$ cat config.mk
export PLATFORM = sky130hd
export DESIGN_NAME = booth_op_sequencer
export DESIGN_NICKNAME = d
export VERILOG_FILES = /design/src/rtl/booth_op_sequencer.sv
export SDC_FILE = /design/constraint.sdc
export NUM_CORES = 1
export LEC_CHECK = 0
export ABC_AREA = 1
export CORE_UTILIZATION = 35
export CTS_BUF_LIST = sky130_fd_sc_hd__clkbuf_16
export DETAILED_ROUTE_END_ITERATION = 16
export PLACE_DENSITY = 0.61
export SETUP_SLACK_MARGIN = 0.5
export SLEW_MARGIN = 20
export SYNTH_ARGS = -nofsm -noshare
export SYNTH_HDL_FRONTEND = slang
export SYNTH_SLANG_ARGS = --single-unit
$ cat constraint.sdc
create_clock -name clk -period 3.6 [get_ports clk]
set_clock_uncertainty 0.1 [all_clocks]
set_input_delay 0.9 -clock clk [delete_from_list [all_inputs] [get_ports clk]]
set_output_delay 0.9 -clock clk [all_outputs]
set_load 0.05 [all_outputs]
$ cat src/rtl/booth_op_sequencer.sv
// Operand/result handshake controller for the Booth radix-4 multiplier reg_file:
// drives start/inbus (multiplicand, then multiplier), collects outbus words, times out.
module booth_op_sequencer #(
  parameter int DATA_W    = 8,
  parameter int OUT_W     = 9,
  parameter int RES_WORDS = 2,
  parameter int TIMEOUT   = 64
) (
  input  logic                       clk,
  input  logic                       reset,
  input  logic                       op_valid,
  output logic                       op_ready,
  input  logic [DATA_W-1:0]          op_a,
  input  logic [DATA_W-1:0]          op_b,
  output logic                       mul_start,
  output logic [DATA_W-1:0]          mul_inbus,
  input  logic                       mul_final,
  input  logic [OUT_W-1:0]           mul_outbus,
  output logic                       res_valid,
  input  logic                       res_ready,
  output logic [RES_WORDS*OUT_W-1:0] res_data,
  output logic                       res_err
);
  localparam int               IDX_W    = (RES_WORDS > 1) ? $clog2(RES_WORDS) : 1;
  localparam logic [IDX_W-1:0] LAST_IDX = IDX_W'(RES_WORDS - 1);
  localparam logic [7:0]       CNT_LAST = 8'(TIMEOUT - 1);

  typedef enum logic [2:0] {
    S_IDLE, S_START, S_LOAD_A, S_LOAD_B, S_WAIT, S_COLLECT, S_DONE
  } state_t;

  state_t                     state_q, state_d;
  logic [DATA_W-1:0]          a_q, a_d, b_q, b_d;
  logic [7:0]                 cnt_q, cnt_d;
  logic [IDX_W-1:0]           idx_q, idx_d;
  logic                       op_ready_q, op_ready_d;
  logic                       mul_start_q, mul_start_d;
  logic [DATA_W-1:0]          mul_inbus_q, mul_inbus_d;
  logic                       res_valid_q, res_valid_d;
  logic [RES_WORDS*OUT_W-1:0] res_data_q, res_data_d;
  logic                       res_err_q, res_err_d;

  function automatic logic [7:0] sat_inc(input logic [7:0] v, input logic [7:0] lim);
    return (v >= lim) ? lim : v + 8'd1;
  endfunction

  always_comb begin
    state_d    = state_q;
    a_d        = a_q;
    b_d        = b_q;
    cnt_d      = cnt_q;
    idx_d      = idx_q;
    res_data_d = res_data_q;
    res_err_d  = res_err_q;
    unique case (state_q)
      S_IDLE: begin
        if (op_valid && op_ready_q) begin
          a_d     = op_a;
          b_d     = op_b;
          state_d = S_START;
        end
      end
      S_START:  state_d = S_LOAD_A;
      S_LOAD_A: state_d = S_LOAD_B;
      S_LOAD_B: begin
        cnt_d   = '0;
        state_d = S_WAIT;
      end
      S_WAIT: begin
        // word0 is the outbus value in the same cycle mul_final is first seen
        if (mul_final) begin
          res_data_d[OUT_W-1:0] = mul_outbus;
          res_err_d             = 1'b0;
          idx_d                 = IDX_W'(1);
          state_d               = (LAST_IDX == '0) ? S_DONE : S_COLLECT;
        end else if (cnt_q == CNT_LAST) begin
          res_data_d = '0;
          res_err_d  = 1'b1;
          state_d    = S_DONE;
        end else begin
          cnt_d = sat_inc(cnt_q, CNT_LAST);
        end
      end
      S_COLLECT: begin
        for (int w = 0; w < RES_WORDS; w++) begin
          if (idx_q == IDX_W'(w)) res_data_d[w*OUT_W +: OUT_W] = mul_outbus;
        end
        idx_d = idx_q + IDX_W'(1);
        if (idx_q == LAST_IDX) state_d = S_DONE;
      end
      S_DONE: begin
        if (res_ready) begin
          res_err_d = 1'b0;
          state_d   = S_IDLE;
        end
      end
      default: state_d = S_IDLE;
    endcase

    // Outputs are registered from the next state so they line up with it.
    op_ready_d  = (state_d == S_IDLE);
    mul_start_d = state_d inside {S_START, S_LOAD_A, S_LOAD_B, S_WAIT, S_COLLECT};
    res_valid_d = (state_d == S_DONE);
    mul_inbus_d = '0;
    case (state_d)
      S_LOAD_A:                   mul_inbus_d = a_q;
      S_LOAD_B, S_WAIT, S_COLLECT: mul_inbus_d = b_q;
      default:                    mul_inbus_d = '0;
    endcase
  end

  always_ff @(posedge clk or negedge reset) begin
    if (!reset) begin
      state_q     <= S_IDLE;
      a_q         <= '0;
      b_q         <= '0;
      cnt_q       <= '0;
      idx_q       <= '0;
      op_ready_q  <= 1'b0;
      mul_start_q <= 1'b0;
      mul_inbus_q <= '0;
      res_valid_q <= 1'b0;
      res_data_q  <= '0;
      res_err_q   <= 1'b0;
    end else begin
      state_q     <= state_d;
      a_q         <= a_d;
      b_q         <= b_d;
      cnt_q       <= cnt_d;
      idx_q       <= idx_d;
      op_ready_q  <= op_ready_d;
      mul_start_q <= mul_start_d;
      mul_inbus_q <= mul_inbus_d;
      res_valid_q <= res_valid_d;
      res_data_q  <= res_data_d;
      res_err_q   <= res_err_d;
    end
  end

  assign op_ready  = op_ready_q;
  assign mul_start = mul_start_q;
  assign mul_inbus = mul_inbus_q;
  assign res_valid = res_valid_q;
  assign res_data  = res_data_q;
  assign res_err   = res_err_q;

endmodule

Yosys cells after proc, flatten, opt, wreduce, memory -nomap -nowiden. Cells that the tools add are included.

Flip-flop bits (word level): 58. Bits of input ports: 30. Output and inout port bits: 30.

Add/sub/neg operators: 2. Magnitude comparators: 1. Equality and inequality tests: 21. Mux-type cells: 23. Reductions and logical operators: 14.

Operators with widths (number): 9-bit two-way mux (4); 18-bit one-hot mux with 2 select lines (1); 8-bit one-hot mux with 2 select lines (2); 8-bit two-way mux (3); 3-bit one-hot mux with 7 select lines (1); 3-bit equality test, second input constant (6); 18-bit two-way mux (1); 3-bit two-way mux (5); 2-bit != test, second input constant (7); 3-bit by 2-bit equality test with 1-bit output, second input constant (4); 3-bit AND reduction (3); 8-bit by 1-bit adder with 8-bit output, second input constant (1); 8-bit by 6-bit equality test with 1-bit output, second input constant (1); 8-bit by 6-bit >= comparator with 1-bit output, second input constant (1); 3-bit by 1-bit equality test with 1-bit output, second input constant (2); 3-bit zero test (2); 2-bit nonzero test (3); 5-bit nonzero test (1); 1-bit two-way mux (4); 1-bit one-hot mux with 2 select lines (2); 2-bit AND reduction (2); 4-bit AND reduction (1); 3-bit != test, second input constant (1); 3-bit OR reduction (1); 2 further kinds (2).

Longest topological paths before layout.
Depth in word-level cells: 7. Gate-level depth with buffers: 10.

Worst setup path before layout. Ideal clock, no wire load.

Path type: input to register. Start point: input port op_valid. End point: register a_q[0]. Library setup time: 116 ps. Arrival: 1651 ps. Setup slack: 1732 ps. Stages on the path: 6. Path buffers: 1. Cells stage by stage: nand3_1 > nor3_4 > inv_2 > buf_6 > nand2_1 > nand2_1.

Longest elaborated chain between the ends: 2.

Ends and longest elaborated chain: start, declared (line 11) `input logic op_valid,`; 1-bit logical AND (line 57) `if (op_valid && op_ready_q) begin`; 2-bit AND reduction (no line); end signal, assigned (line 115) `a_q <= '0;`; end signal, assigned (line 127) `a_q <= a_d;`; end, declared (line 33) `logic [DATA_W-1:0] a_q, a_d, b_q, b_d;`.

Every way passes these cells. A chain may end at the register's enable or synchronous reset.

Worst setup path in the final report.
Start point: register res_data_q[4] (netlist: res_data[4]). End point: output port res_data[4].

RTL lines: start, declared (line 40) `logic [RES_WORDS*OUT_W-1:0] res_data_q, res_data_d;`; start signal, assigned (line 135) `res_data_q <= res_data_d;`; end, declared (line 21) `output logic [RES_WORDS*OUT_W-1:0] res_data,`.

No word-level cell between the ends.

==> metrics.md <==
| Metric | Value |
|---|---|
| Clock Root Buffer | `clkbuf_16` |
| Residual DRC | `0` |
| Clk pwr share | `26.0%` |
| H-tree Lvls | `3` |
| Final nets | `383` |
| Tot Pwr | `0.00307 W` |
| Overall Global Routing Usage | `16.5%` |
| Layout cells sized above 1 | `14.0%` |
| Crit end category | `output port` |
| Total gr overflow | `0` |
| P per Cell Area | `876 nW/um^2` |
| Cells after Synth | `286` |
| Slew @ Worst Pin | `745 ps` |
| WS Path Type | `reg -> out` |
| Synth top area cells | `dfrtp_1 (57%), nand2_1 (19%), o21ai_2 (3.4%)` |
| Drt first-iter violations | `73` |
| Internal Power | `0.00181 W` |
| CTS tree | `built` |
| Max Cap Viol | `0` |
| Vias/cell | `4.42` |
| Initial antenna violation count | `0` |
| Initial Utilization | `37.0%` |
| CP delay by family, top | `buffers and inverters` |
| CTS clock-pin slew for the worst setup and hold paths | `50 ps` |
| Seq pwr share | `33.8%` |
| RSZ-0062 raised after global routing | `no` |
| CP bufs+invs | `1` |
| Peak VDD IR | `0.437 mV` |
| Cells along the critical path | `clkdlybuf4s50_1` |
| Status | `finished clean` |
| # hold bufs at CTS | `0` |
| Final setup vio count | `0` |
| Insertion delay to the later sink of the worst-skew pair | `330 ps` |
| Dpl cells | `437` |
| ANT nets after route | `0` |
| First-pass GRT wire length | `9380 microns` |
| Rel. slew slack | `50.3%` |
| Routed length per instance | `12.2 microns` |
| Synth Register Bits | `58` |
| Maximum operating frequency | `398 MHz` |
| Pins Over Slew Limit | `0` |
| Layout Cells excl Fill | `453` |
| Period minus WS final | `2510 ps` |
| Synth unique cells | `29` |
| Logic pwr share | `40.2%` |
| CP required | `2600 ps` |
| Core box area | `6940 sq um` |
| CTS Sinks | `58` |
| Final Hold Viols | `0` |
| CTS Buf Count | `9` |
| Largest net degree at the start of global routing | `59` |
| Synth warnings | `0` |
| Row count | `30` |
| Die H | `87.6 microns` |
| Detail Placement HPWL | `3840 microns` |
| Fin crit share | `69.8%` |
| Final setup TNS | `0 ps` |
| Leak Pwr | `1.71 nW` |
| Hold WC Path Type | `reg -> reg` |
| Drt total wl | `5540 microns` |
| CP Max Fanout | `2` |
| Switching Share | `41.0%` |
| Chip width | `87.6 microns` |
| Placed Area | `3230 sq um` |
| Die area | `7680 sq um` |
| Design area | `3510 sq um` |
| I/O Buffers | `59` |
| Post-CTS Setup Bufs | `0` |
| Sw power | `0.00126 W` |
| Critical path's slowest cell | `clkdlybuf4s50_1` |
| Cell accounting for the most synthesized area | `dfrtp_1` |
| Startpoint Class | `register` |
| Vias in the first global route | `1,957` |
| Max Root-Sink Buffers | `2` |
| # diodes | `0` |
| Register area share after synthesis | `56.6%` |
| Layout area overhead | `36.8%` |
| Arr. time, crit path | `1510 ps` |
| Yosys top cell area share | `56.6%` |
| Syn Area/Cell | `8.97 sq um` |
| Synthesized area | `2570 sq um` |
| Resized Gates After CTS | `0` |
| Syn Nets | `317` |
| Top Ports | `60` |
| CP peak stage delay | `830 ps` |
| Detailed-route via count | `2,002` |
| First drt pass iteration count | `4` |
| Final GP Congestion | `0.759` |
## power groups by stage
stage / Clock (W) / Combinational [W] / Sequential, W
2_1_floorplan: 0 / 0.000554 / 0.00137
5_1_grt: 0.000843 / 0.00136 / 0.00107
3_5_place_dp: 0 / 0.00124 / 0.00105
3_3_place_gp: 0 / 0.00123 / 0.00105
6_report: 0.000799 / 0.00123 / 0.00104
4_1_cts: 0.000815 / 0.00125 / 0.00104
## cells by family (layout without fill, tap and decap cells)
logic type,after synthesis,in the layout,synth area share [%]
and+or+nand+nor,170,170,29.5
DFF,58,58,56.6
AOI/OAI and AO/OA,31,31,8.00
buffers and inverters,24,95,4.73
xor gates and xnor gates,2,2,0.683
adders and majority gates,1,1,0.487
## synthesized netlist by cell type, drive strengths merged
cell,instances
nand2,137
dfrtp,58
o21ai,28
inv,19
nor2,15
nand3,10
buf,5
nor3,5
a21oi,2
nand4,2
xor2,2
a31oi,1
ha,1
or2,1
## placed cells by master (no fill, tap or decap), types with 5 or more instances in the layout
cell type          n
nor2_1            11
dfrtp_1           58
o21ai_2           10
inv_2              7
nand2_1          130
clkbuf_16          9
o21ai_0            6
clkdlybuf4s50_1   58
o21ai_1           11
inv_1             16
nand3_1            7
nand2_2            5
## path summary, 6_finish.rpt
path	slack, ps	depth (start not counted)	start	end
worst max-delay path	1090	1	res_data[4]	res_data[4]
worst min-delay path	370	2	b_q[6]	mul_inbus[6]
worst max register to register	1690	6	state_q[2]	b_q[6]
worst min register to register	370	2	b_q[6]	mul_inbus[6]
max in group asynchronous	2280	2	reset	cnt_q[7]
min in group asynchronous	620	2	reset	cnt_q[0]
## per-layer routing
layer	part of all wire, %	vias to the layer above	track usage (%)
met5	0	-	0
met4	1.3	0	5.37
met3	5.6	10	6.31
met2	44	48	24.3
met1	49	915	22.3
li1	-	1029	-
## layout make-up
type	count	area (sq um)
clock inverter	7	55.1
fill	673	3430
inverter	19	71.3
timing repair buffer	60	593
sequential	58	1450
multi-input combinational	204	993
clock buffer	9	225
tap	96	120
## state kept, by name, indices dropped and copies added, names as in the netlist
register	count
res_err	1
res_data	18
op_ready	1
mul_inbus	8
idx_q	1
res_valid	1
b_q	8
a_q	8
mul_start	1
cnt_q	8
state_q	3
## stage by stage
stage	worst slack, ps	hold slack [ps]	util, %
final	1090	368	50.5
after CTS	1070	370	50.5
after detailed placement	873	363	46.5
after floorplan	1730	342	-
after global placement	988	356	46.5
after global routing	1030	388	50.5
No activity file was read; power rests on OpenSTA's default activity.
